## src/rtl/img_filter_pkg.sv

```systemverilog
// Shared types, constants and arithmetic helpers for the 3x3 image filter.
package img_filter_pkg;

  localparam int unsigned PIX_W     = 8;
  localparam int unsigned BOX_MUL   = 57;
  localparam int unsigned BOX_SHIFT = 9;
  localparam int unsigned SUM_W     = 12;          // nine 8-bit pixels
  localparam int unsigned PROD_W    = SUM_W + 6;   // sum * 57
  localparam int unsigned KW        = 12;          // signed kernel width, covers -1020..2040

  typedef enum logic [1:0] {
    MODE_PASS  = 2'd0,
    MODE_BOX   = 2'd1,
    MODE_SHARP = 2'd2,
    MODE_SOBEL = 2'd3
  } mode_e;

  typedef enum logic [1:0] {
    ST_IDLE = 2'd0,
    ST_FILL = 2'd1,
    ST_RUN  = 2'd2
  } state_e;

  // Zero-extend a pixel into the signed kernel domain.
  function automatic logic signed [KW-1:0] sx(input logic [PIX_W-1:0] p);
    return $signed({{(KW-PIX_W){1'b0}}, p});
  endfunction

  // Saturate a signed kernel result to 0..255.
  function automatic logic [PIX_W-1:0] clamp_u8(input logic signed [KW-1:0] v);
    logic [PIX_W-1:0] r;
    if (v[KW-1])                r = '0;
    else if (|v[KW-2:PIX_W])    r = '1;
    else                        r = v[PIX_W-1:0];
    return r;
  endfunction

endpackage

```

## src/rtl/img_filter3x3_if.sv

```systemverilog
// Pixel stream in/out handshake bundle for img_filter3x3.
interface img_filter3x3_if;
  import img_filter_pkg::*;

  logic             i_valid;
  logic [PIX_W-1:0] i_data;
  logic             o_ready;
  logic [1:0]       i_mode;
  logic             o_valid;
  logic [PIX_W-1:0] o_data;
  logic             i_ready;
  logic             o_eof;

  // Filter side.
  modport slave (
    input  i_valid, i_data, i_mode, i_ready,
    output o_ready, o_valid, o_data, o_eof
  );

  // Source / sink side.
  modport master (
    output i_valid, i_data, i_mode, i_ready,
    input  o_ready, o_valid, o_data, o_eof
  );
endinterface

```

## src/rtl/img_line_buffer.sv

```systemverilog
// Single-port line buffer: asynchronous read of the old word, write on enable.
module img_line_buffer #(
  parameter int unsigned DEPTH = 225,
  parameter int unsigned DW    = 8,
  localparam int unsigned AW   = (DEPTH > 1) ? $clog2(DEPTH) : 1
) (
  input  logic          clk_i,
  input  logic          en,
  input  logic [AW-1:0] addr,
  input  logic [DW-1:0] wdata,
  output logic [DW-1:0] rdata_c
);

  logic [DW-1:0] mem [DEPTH];

  // Read returns the pre-write contents of the same cycle.
  assign rdata_c = mem[addr];

  // Storage write; contents are deliberately not reset.
  always_ff @(posedge clk_i) begin
    if (en) mem[addr] <= wdata;
  end

endmodule

```

## src/rtl/img_filter3x3.sv

```systemverilog
// Streaming 3x3 filter (pass / box / sharpen / sobel) over raster pixels.
// Build option: IMG_FILTER_SOBEL_EN enables the Sobel datapath; without it
// mode 3 behaves as pass.
module img_filter3x3
  import img_filter_pkg::*;
#(
  parameter int unsigned IMG_W = 225,
  parameter int unsigned IMG_H = 225
) (
  input  logic            clk_i,
  input  logic            rst_n,
  img_filter3x3_if.slave  bus
);

  localparam int unsigned XW = $clog2(IMG_W);
  localparam int unsigned YW = $clog2(IMG_H);

  logic [XW-1:0]    x_q;
  logic [YW-1:0]    y_q;
  state_e           state_q, state_d;
  mode_e            mode_q;
  logic [PIX_W-1:0] lb1_c, lb2_c;
  logic [PIX_W-1:0] win_q [3][3];
  logic             v0_q, eof0_q, v1_q, eof1_q;
  logic [PIX_W-1:0] d1_q;
  logic             o_valid_q, o_eof_q;
  logic [PIX_W-1:0] o_data_q;
  logic             en_c, acc_c, x_last_c, y_last_c, frame_end_c;
  logic [PIX_W-1:0] kern_c;

  assign en_c        = !o_valid_q || bus.i_ready;
  assign acc_c       = bus.i_valid && en_c;
  assign x_last_c    = (x_q == XW'(IMG_W - 1));
  assign y_last_c    = (y_q == YW'(IMG_H - 1));
  assign frame_end_c = x_last_c && y_last_c;

  assign bus.o_ready = en_c;
  assign bus.o_valid = o_valid_q;
  assign bus.o_data  = o_data_q;
  assign bus.o_eof   = o_eof_q;

  // Raster position of the next pixel to be accepted.
  always_ff @(posedge clk_i or negedge rst_n) begin
    if (!rst_n) begin
      x_q <= '0;
      y_q <= '0;
    end else if (acc_c) begin
      if (x_last_c) begin
        x_q <= '0;
        y_q <= y_last_c ? '0 : y_q + YW'(1);
      end else begin
        x_q <= x_q + XW'(1);
      end
    end
  end

  // Frame state register.
  always_ff @(posedge clk_i or negedge rst_n) begin
    if (!rst_n) state_q <= ST_IDLE;
    else        state_q <= state_d;
  end

  // Frame state transitions.
  always_comb begin
    state_d = state_q;
    case (state_q)
      ST_IDLE: if (acc_c) state_d = ST_FILL;
      ST_FILL: if (acc_c && (y_q == YW'(2)) && (x_q == '0)) state_d = ST_RUN;
      ST_RUN:  if (acc_c && frame_end_c) state_d = ST_IDLE;
      default: state_d = ST_IDLE;
    endcase
  end

  // Kernel selection is latched on the first pixel of each frame.
  always_ff @(posedge clk_i or negedge rst_n) begin
    if (!rst_n)                           mode_q <= MODE_PASS;
    else if (acc_c && state_q == ST_IDLE) mode_q <= mode_e'(bus.i_mode);
  end

  // lb1 holds row y-1; lb2 takes lb1's outgoing word to hold row y-2.
  img_line_buffer #(.DEPTH(IMG_W), .DW(PIX_W)) u_lb1 (
    .clk_i   (clk_i),
    .en      (acc_c),
    .addr    (x_q),
    .wdata   (bus.i_data),
    .rdata_c (lb1_c)
  );

  img_line_buffer #(.DEPTH(IMG_W), .DW(PIX_W)) u_lb2 (
    .clk_i   (clk_i),
    .en      (acc_c),
    .addr    (x_q),
    .wdata   (lb1_c),
    .rdata_c (lb2_c)
  );

  // S0: shift the window one column left and insert the new column.
  always_ff @(posedge clk_i or negedge rst_n) begin
    if (!rst_n) begin
      for (int r = 0; r < 3; r++)
        for (int c = 0; c < 3; c++)
          win_q[r][c] <= '0;
    end else if (acc_c) begin
      for (int r = 0; r < 3; r++) begin
        win_q[r][0] <= win_q[r][1];
        win_q[r][1] <= win_q[r][2];
      end
      win_q[0][2] <= lb2_c;
      win_q[1][2] <= lb1_c;
      win_q[2][2] <= bus.i_data;
    end
  end

  // S0 control: the window is a valid interior neighbourhood.
  always_ff @(posedge clk_i or negedge rst_n) begin
    if (!rst_n) begin
      v0_q   <= 1'b0;
      eof0_q <= 1'b0;
    end else if (en_c) begin
      v0_q   <= acc_c && (y_q >= YW'(2)) && (x_q >= XW'(2));
      eof0_q <= acc_c && frame_end_c;
    end
  end

  logic [SUM_W-1:0]    box_sum_c;
  logic [PROD_W-1:0]   box_prod_c;
  logic signed [KW-1:0] sharp_c;

  // Box and sharpen arithmetic.
  always_comb begin
    box_sum_c = '0;
    for (int r = 0; r < 3; r++)
      for (int c = 0; c < 3; c++)
        box_sum_c = box_sum_c + SUM_W'(win_q[r][c]);
    box_prod_c = PROD_W'(box_sum_c) * PROD_W'(BOX_MUL);
    sharp_c    = (sx(win_q[1][1]) <<< 2) + sx(win_q[1][1])
               - sx(win_q[0][1]) - sx(win_q[2][1])
               - sx(win_q[1][0]) - sx(win_q[1][2]);
  end

`ifdef IMG_FILTER_SOBEL_EN
  logic signed [KW-1:0] gx_c, gy_c, ax_c, ay_c;
  logic [PIX_W-1:0]     sobel_c;

  // Sobel gradient magnitude |gx|+|gy|, saturated.
  always_comb begin
    gx_c = sx(win_q[0][2]) + (sx(win_q[1][2]) <<< 1) + sx(win_q[2][2])
         - sx(win_q[0][0]) - (sx(win_q[1][0]) <<< 1) - sx(win_q[2][0]);
    gy_c = sx(win_q[2][0]) + (sx(win_q[2][1]) <<< 1) + sx(win_q[2][2])
         - sx(win_q[0][0]) - (sx(win_q[0][1]) <<< 1) - sx(win_q[0][2]);
    ax_c    = gx_c[KW-1] ? -gx_c : gx_c;
    ay_c    = gy_c[KW-1] ? -gy_c : gy_c;
    sobel_c = clamp_u8(ax_c + ay_c);
  end
`endif

  // Kernel result mux.
  always_comb begin
    kern_c = win_q[1][1];
    case (mode_q)
      MODE_PASS:  kern_c = win_q[1][1];
      MODE_BOX:   kern_c = PIX_W'(box_prod_c >> BOX_SHIFT);
      MODE_SHARP: kern_c = clamp_u8(sharp_c);
`ifdef IMG_FILTER_SOBEL_EN
      MODE_SOBEL: kern_c = sobel_c;
`else
      MODE_SOBEL: kern_c = win_q[1][1];
`endif
      default:    kern_c = win_q[1][1];
    endcase
  end

  // S1: registered kernel result.
  always_ff @(posedge clk_i or negedge rst_n) begin
    if (!rst_n) begin
      v1_q   <= 1'b0;
      d1_q   <= '0;
      eof1_q <= 1'b0;
    end else if (en_c) begin
      v1_q   <= v0_q;
      d1_q   <= kern_c;
      eof1_q <= eof0_q;
    end
  end

  // S2: output register, held while downstream stalls.
  always_ff @(posedge clk_i or negedge rst_n) begin
    if (!rst_n) begin
      o_valid_q <= 1'b0;
      o_data_q  <= '0;
      o_eof_q   <= 1'b0;
    end else if (en_c) begin
      o_valid_q <= v1_q;
      o_data_q  <= d1_q;
      o_eof_q   <= eof1_q;
    end
  end

endmodule

```

## src/flat_wrapper.sv

```systemverilog
// flat-port wrapper written by rule: the top's interface ports become plain ports
module img_filter3x3_flat import img_filter_pkg::*;
#(
  parameter int unsigned IMG_W = 225,
  parameter int unsigned IMG_H = 225
)
  (clk_i, rst_n, bus_i_valid, bus_i_data, bus_i_mode, bus_i_ready, bus_o_ready, bus_o_valid, bus_o_data, bus_o_eof);
  img_filter3x3_if bus_i ();
  input  logic clk_i;
  input  logic rst_n;
  input wire logic [$bits(bus_i.i_valid)-1:0] bus_i_valid;
  input wire logic [$bits(bus_i.i_data)-1:0] bus_i_data;
  input wire logic [$bits(bus_i.i_mode)-1:0] bus_i_mode;
  input wire logic [$bits(bus_i.i_ready)-1:0] bus_i_ready;
  output wire logic [$bits(bus_i.o_ready)-1:0] bus_o_ready;
  output wire logic [$bits(bus_i.o_valid)-1:0] bus_o_valid;
  output wire logic [$bits(bus_i.o_data)-1:0] bus_o_data;
  output wire logic [$bits(bus_i.o_eof)-1:0] bus_o_eof;
  assign bus_i.i_valid = bus_i_valid;
  assign bus_i.i_data = bus_i_data;
  assign bus_i.i_mode = bus_i_mode;
  assign bus_i.i_ready = bus_i_ready;
  assign bus_o_ready = bus_i.o_ready;
  assign bus_o_valid = bus_i.o_valid;
  assign bus_o_data = bus_i.o_data;
  assign bus_o_eof = bus_i.o_eof;
  img_filter3x3 #(.IMG_W(IMG_W), .IMG_H(IMG_H)) u_core (.clk_i(clk_i), .rst_n(rst_n), .bus(bus_i));
endmodule
```

## config.mk

```make
export PLATFORM = sky130hd
export DESIGN_NAME = img_filter3x3_flat
export DESIGN_NICKNAME = d
export VERILOG_FILES = /design/src/rtl/img_filter_pkg.sv /design/src/rtl/img_filter3x3_if.sv /design/src/rtl/img_line_buffer.sv /design/src/rtl/img_filter3x3.sv /design/src/flat_wrapper.sv
export SDC_FILE = /design/constraint.sdc
export NUM_CORES = 2
export LEC_CHECK = 0
export ABC_CLOCK_PERIOD_IN_PS = 13330
export BUFFER_PORTS_ARGS = -buffer_cell sky130_fd_sc_hd__buf_2
export CAP_MARGIN = 15
export CELL_PAD_IN_SITES_DETAIL_PLACEMENT = 1
export CELL_PAD_IN_SITES_GLOBAL_PLACEMENT = 2
export CORE_UTILIZATION = 50
export CTS_BUF_LIST = sky130_fd_sc_hd__clkbuf_8 sky130_fd_sc_hd__clkbuf_16
export DETAILED_ROUTE_END_ITERATION = 12
export GPL_ROUTABILITY_DRIVEN = 0
export PLACE_DENSITY_LB_ADDON = 0.1
export SETUP_SLACK_MARGIN = 0.5
export SLEW_MARGIN = 20
export SYNTH_ARGS = -nofsm -noshare
export SYNTH_HDL_FRONTEND = slang
export SYNTH_SLANG_ARGS = --single-unit
```

## constraint.sdc

```tcl
create_clock -name clk_i -period 13.33 [get_ports clk_i]
set_input_delay 2.666 -clock clk_i [delete_from_list [all_inputs] [get_ports clk_i]]
set_output_delay 2.666 -clock clk_i [all_outputs]
set_load 0.02 [all_outputs]
```

# Yosys cells after proc, flatten, opt, wreduce, memory -nomap -nowiden
# Memory sizes are Yosys's and may differ from the RTL's. A register that Yosys moved wholly into a read port is not among the register bits.
# Cells that the tools add are included.
[totals]
output_inout_bits = 11
latch_bits = 0
register_bits = 106
mem_count = 2
input_bits = 14
ram_bits = 3600
mem_bits_ro = 0
[memory_table]
columns = ["memory", "words", "width", "rd", "rd_clocked_by_memory_dff", "write_ports", "line", "text"]
rows = [
  ["u_core.u_lb1.mem", 225, 8, 1, 0, 1, "img_line_buffer.sv:14", "logic [DW-1:0] mem [DEPTH];"],
  ["u_core.u_lb2.mem", 225, 8, 1, 1, 1, "img_line_buffer.sv:14", ""],
]
[classes]
n_eq_ne = 11
reduce_logical = 18
multipliers = 1
n_lt_le_gt_ge = 2
div = 0
shift = 0
n_bitwise = 0
add_sub_neg = 15
mux = 11
[ops]
columns = ["op", "n"]
rows = [
  ["adder 12 x 8 -> 12 bit", 7],
  ["subtractor 12 x 9 -> 12 bit", 4],
  ["two-way mux 8 bit", 4],
  ["case mux 8 bit (3 select lines)", 1],
  ["multiplier 12 x 6 -> 17 bit (second input constant)", 1],
  ["adder 8 x 1 -> 8 bit (second input constant)", 2],
  ["equality test 8 bit (second input constant)", 2],
  ["greater-or-equal comparator 8 x 2 -> 1 bit (second input constant)", 2],
  ["adder 10 x 8 -> 11 bit", 1],
  ["adder 8 x 8 -> 9 bit", 1],
  ["equality test 8 x 2 -> 1 bit (second input constant)", 1],
  ["logical AND 1 bit", 8],
  ["logical NOT 8 bit", 1],
  ["equality test 2 bit (second input constant)", 3],
  ["two-way mux 2 bit", 3],
  ["!= test 2 x 1 -> 1 bit (second input constant)", 3],
  ["case mux 2 bit (3 select lines)", 1],
  ["equality test 2 x 1 -> 1 bit (second input constant)", 2],
  ["logical NOT 2 bit", 2],
  ["AND reduction 3 bit", 1],
  ["OR reduction 3 bit", 1],
  ["logical NOT 1 bit", 2],
  ["two-way mux 1 bit", 2],
  ["AND reduction 2 bit", 1],
  ["other kinds (2)", 2],
]

# Longest topological paths before layout
[depth]
word_depth = 10
depth_mapped = 34
ltp_nobuf = 34

# By module
# Synthesis repeated with hierarchy kept, for this count alone.
[hier_totals]
hier_cells = 7277
area_unflattened_um2 = 148533.7
[modules_own_cells]
columns = ["module", "cells_per_inst", "area_each_um2", "seq_area_each_um2", "n_inst"]
rows = [
  ["img_line_buffer", 3188, 69863.3, 54051.8, 2],
  ["img_filter3x3", 901, 8807.2, 2852.7, 1],
]

# Least setup slack after synthesis
# Ideal clock, no wire load.
[synth_timing]
path_type = "flip-flop to flip-flop"
startpoint = "register u_core.x_q[1]"
endpoint = "memory u_core.u_lb2.mem[0][4] (data pin)"
t_arrival_ps = 8359
synth_period_minus_slack_ps = 9822
path_stages_with_launch = 11
setup_slack_ps = 3508
n_path_buf = 5
path_cell_list = "dfrtp_1 -> buf_2 -> buf_2 -> buf_2 -> buf_2 -> buf_1 -> mux4_2 -> a22oi_1 -> a21oi_1 -> nor3_1 -> o221ai_1"
[synth_via]
elab_chain_len = 1
[synth_rtl]
columns = ["item", "line", "text"]
rows = [
  ["start, declared", "img_filter3x3.sv:18", "logic [XW-1:0] x_q;"],
  ["start signal, assigned", "img_filter3x3.sv:52", "x_q <= x_q + XW'(1);"],
  ["memory (225 x 8 bit)", "--", ""],
  ["named net u_core.lb1_c[4]", "img_filter3x3.sv:22", "logic [PIX_W-1:0] lb1_c, lb2_c;"],
  ["end, declared", "img_line_buffer.sv:14", ""],
]
# The timed path passes the listed nets, and every way through them passes these cells.

# Worst setup path after layout
[layout_timing]
startpoint = "register u_core.win_q[56] (netlist bit)"
endpoint = "register u_core.d1_q[6]"
[layout_via]
elab_chain_len = 10
[layout_rtl]
columns = ["item", "line", "text"]
rows = [
  ["start, declared", "img_filter3x3.sv:23", "logic [PIX_W-1:0] win_q [3][3];"],
  ["start signal, assigned by index", "img_filter3x3.sv:105", "win_q[r][0] <= win_q[r][1];"],
  ["start signal, assigned by index", "img_filter3x3.sv:106", "win_q[r][1] <= win_q[r][2];"],
  ["adder 8 x 8 -> 9 bit", "img_filter3x3.sv:134", "box_sum_c = box_sum_c + SUM_W'(win_q[r][c]);"],
  ["adder 12 x 8 -> 12 bit (7 in a row)", "img_filter3x3.sv:134", ""],
  ["multiplier 12 x 6 -> 17 bit", "img_filter3x3.sv:135", "box_prod_c = PROD_W'(box_sum_c) * PROD_W'(BOX_MUL);"],
  ["case mux 8 bit (3 select lines) (*)", "img_filter3x3.sv:160", "case (mode_q)"],
  ["end signal, assigned", "img_filter3x3.sv:181", "d1_q <= kern_c;"],
  ["end, declared", "img_filter3x3.sv:25", "logic [PIX_W-1:0] d1_q;"],
]
# Mark *: on every way between the ends. The rest lies on a longest branch, timed or not.
# A chain may end at the register's enable or synchronous reset.

==> results.cfg <==
[status]
outcome = completed

[grt]
grt_antenna_before_repair = 26
grt_max_degree = 147
grt-ovfl-total = 0
grt_pass1_wl_um = 598000
grt_use_total = 0.291
grt_pass1_vias = 75500

[synthesis]
yosysSeqAreaShare = 0.755
ys_seq_elements = 3714
netlist_area_sq_um = 147000
syn_nets = 7078
ys_top_cells_by_area = edfxtp_1 74%, mux4_2 14%, dfrtp_1 1.9%, mux2i_1 1.9%, fa_1 1.1%
synth_top_area_frac = 0.735
syn_inst = 6901
syn_area_per_cell_sq_um = 21.3
ys_types = 76
synth.largest_area_cell = edfxtp_1
synth-main-ff-cell = edfxtp_1
ys.warnings.count = 0
synth-edff-count = 3600
ys_async_sr_fraction = 0.0307

[routing]
vias = 73500
drtIter0Drc = 8963
drt_pass1_iterations = 6
vias_per_cell = 6.39
drc = 0
wire_per_inst_um = 37.3
finalWirelength_um = 429000
drtAntennaViolNets = 0

[worst_setup_path]
cp-start-kind = register
worst-setup-path-type = reg -> reg
crit_start = u_core.win_q[56]
rr_worst_depth = 34
critPathRequiredTime_ns = 14.15
worst_setup_path_end_kind = register
critical_path.max_stage_delay_ns = 0.51
path_max_fanout = 5
critPathMostFrequentCell = fa_1
crit_end = u_core.d1_q[6]
reg2reg_slack_ns = 4.89
rr_startpoint = u_core.win_q[56]
worstPathArrival_ns = 9.25
crit_slowest_cell = fa_1
reg2reg_to = u_core.d1_q[6]

[timing]
fin_crit_sh = 0.633
worst_pin_slew_ns = 1.29
fin_tns_setup_ns = 0
setup_viol = 0
slew_headroom = 0.141
fmax_mhz = 119
rsz0062_at_grt = false
hold_violations = 0
fin_worst_skew_ns = 0.0661
drv_slew = 0
period_needed_ns = 8.44

[cts]
cts_tree = yes
clkLatencyLatePin_ns = 0.97
cts_buffer_depth = 4
post-cts-setup-buffers = 0
cts_root_buf = clkbuf_16
path_clk_slew_ns = 0.06
postCtsResizedCells = 0
ctsHoldBuffers = 0
htreeDepth = 5
clock-sinks = 3714
numCtsBuffers = 385

[final_layout]
layout-drive-gt1-share = 0.275
stdcell_area_sq_um = 166000
fin_cells = 11500
multi_input_area_sq_um = 34400
filler_cell_count = 24600
regArea_sq_um = 111000
syn_to_final_growth_pct = 12.8
nets = 7460

[die]
die_h_um = 544
dieArea_sq_um = 296000
die_w_um = 544
start_util = 0.504
ios = 25
rows = 198
core_sq_um = 292000

[min_path]
worst_hold_path_type = reg -> reg

[place]
dp.cells = 10800
dpl-instance-area_sq_um = 154000
dp_hpwl_um = 260000
port_buffers = 24

[flow_run]
maxCapViolations = 0
[cells in the mapped netlist, types with 10 or more instances]
cell type and n:
a22o_1 10, dfrtp_1 114, mux4_2 913, clkbuf_1 136, o211ai_1 10, nor2_1 291, edfxtp_1 3600, xnor2_1 27
nand2_1 275, o21ai_0 73, fa_1 83, inv_1 129, or3_1 11, a21oi_1 89, ha_1 80, buf_1 47
buf_4 46, nor2b_1 12, a211oi_1 20, a21o_1 15, o221ai_1 11, buf_2 106, nand3_1 33, o22ai_1 108
mux2i_1 273, mux2_2 49, a221oi_1 53, nand2b_1 18, and3_1 11, nor4_1 17, nor3_1 23, xor2_1 17
buf_6 36, o32ai_1 12, a22oi_1 20
[worst min-delay path by stage]
| stage | slack [ns] | from | endpoint | depth (start not counted) |
|---|---|---|---|---|
| 3_3_place_gp | 0.45 | u_core.state_q[1] | u_core.state_q[0] | 1 |
| 4_1_cts | 0.47 | u_core.bus.o_data[7] | u_core.bus.o_data[7] | 2 |
| 6_report | 0.46 | u_core.bus.o_data[7] | u_core.bus.o_data[7] | 2 |
| 3_5_place_dp | 0.46 | u_core.bus.o_data[7] | u_core.bus.o_data[7] | 2 |
| 2_1_floorplan | 0.43 | u_core.v1_q | u_core.v1_q | 2 |
| 5_1_grt | 0.50 | u_core.bus.o_data[7] | u_core.bus.o_data[7] | 2 |
[sequential cells by signal, indices dropped and copies added (netlist names)]
register and flops:
u_core.d1_q 8, u_core.win_q 72, u_core.bus.o_eof 1, u_core.v0_q 1, u_core.y_q 8, u_core.eof0_q 1
u_core.state_q 2, u_core.v1_q 1, u_core.eof1_q 1, u_core.bus.o_valid 1, u_core.u_lb2.mem 1800, u_core.u_lb1.mem 1800
u_core.mode_q 2, u_core.x_q 8, u_core.bus.o_data 8
[layer usage]
layer / GRT usage / routed length [um]
met1: 0.408 / 174000
met3: 0.0554 / 34900
met5: 0 / 48
met2: 0.459 / 203000
met4: 0.106 / 17800
[placed cells by master (no fill, tap or decap), types with 83 or more instances in the layout]
cell type  netlist  final
a21oi_1         89     89
buf_4           46    319
clkbuf_16        0    388
clkinv_1         3    102
dfrtp_1        114    109
edfxtp_1      3600   3600
fa_1            83     83
inv_1          129    211
mux2i_1        273    273
mux4_2         913    913
nand2_1        275    266
nor2_1         291    118
nor2_2           0    143
o22ai_1        108    108
[final cells by class]
type                       count  area share
clock buffer                 394      0.0590
multi-input combinational   2680       0.208
antenna                       10    0.000151
timing repair buffer         369      0.0186
tap                         3900      0.0294
inverter                     133     0.00301
clock inverter               306      0.0134
sequential                  3714       0.669
[per-stage QoR]
stage                     utilization  hold WS [ns]  setup slack [ns]
after floorplan                     -         0.430              3.51
after global placement          0.526         0.448              4.75
after detailed placement        0.526         0.461              4.85
after CTS                       0.568         0.474              4.82
after global routing            0.568         0.502              4.27
final                           0.569         0.464              4.89
[kinds of logic after synthesis]
kind of cell,count (synthesis),share of synthesized area
flip-flops,3714,0.755
multiplexers,1239,0.163
AND/OR/NAND/NOR,737,0.0217
buffers and inverters,507,0.0172
AO/OA/AOI/OAI,497,0.0230
adder cells (fa/ha/maj),163,0.0181
XOR/XNOR,44,0.00262
[worst max-delay path, delay by kind of cell (launching register included)]
kind | cells | cell delay, ns
flip-flops | 1 | 0.41
AO/OA/AOI/OAI | 8 | 1.53
AND/OR/NAND/NOR | 7 | 1.21
buffers and inverters | 5 | 0.37
adder cells (fa/ha/maj) | 11 | 4.17
XOR/XNOR | 3 | 0.64
Power is not shown: default switching activity piles up to over one toggle a cycle in this logic, so the estimate is an artifact.
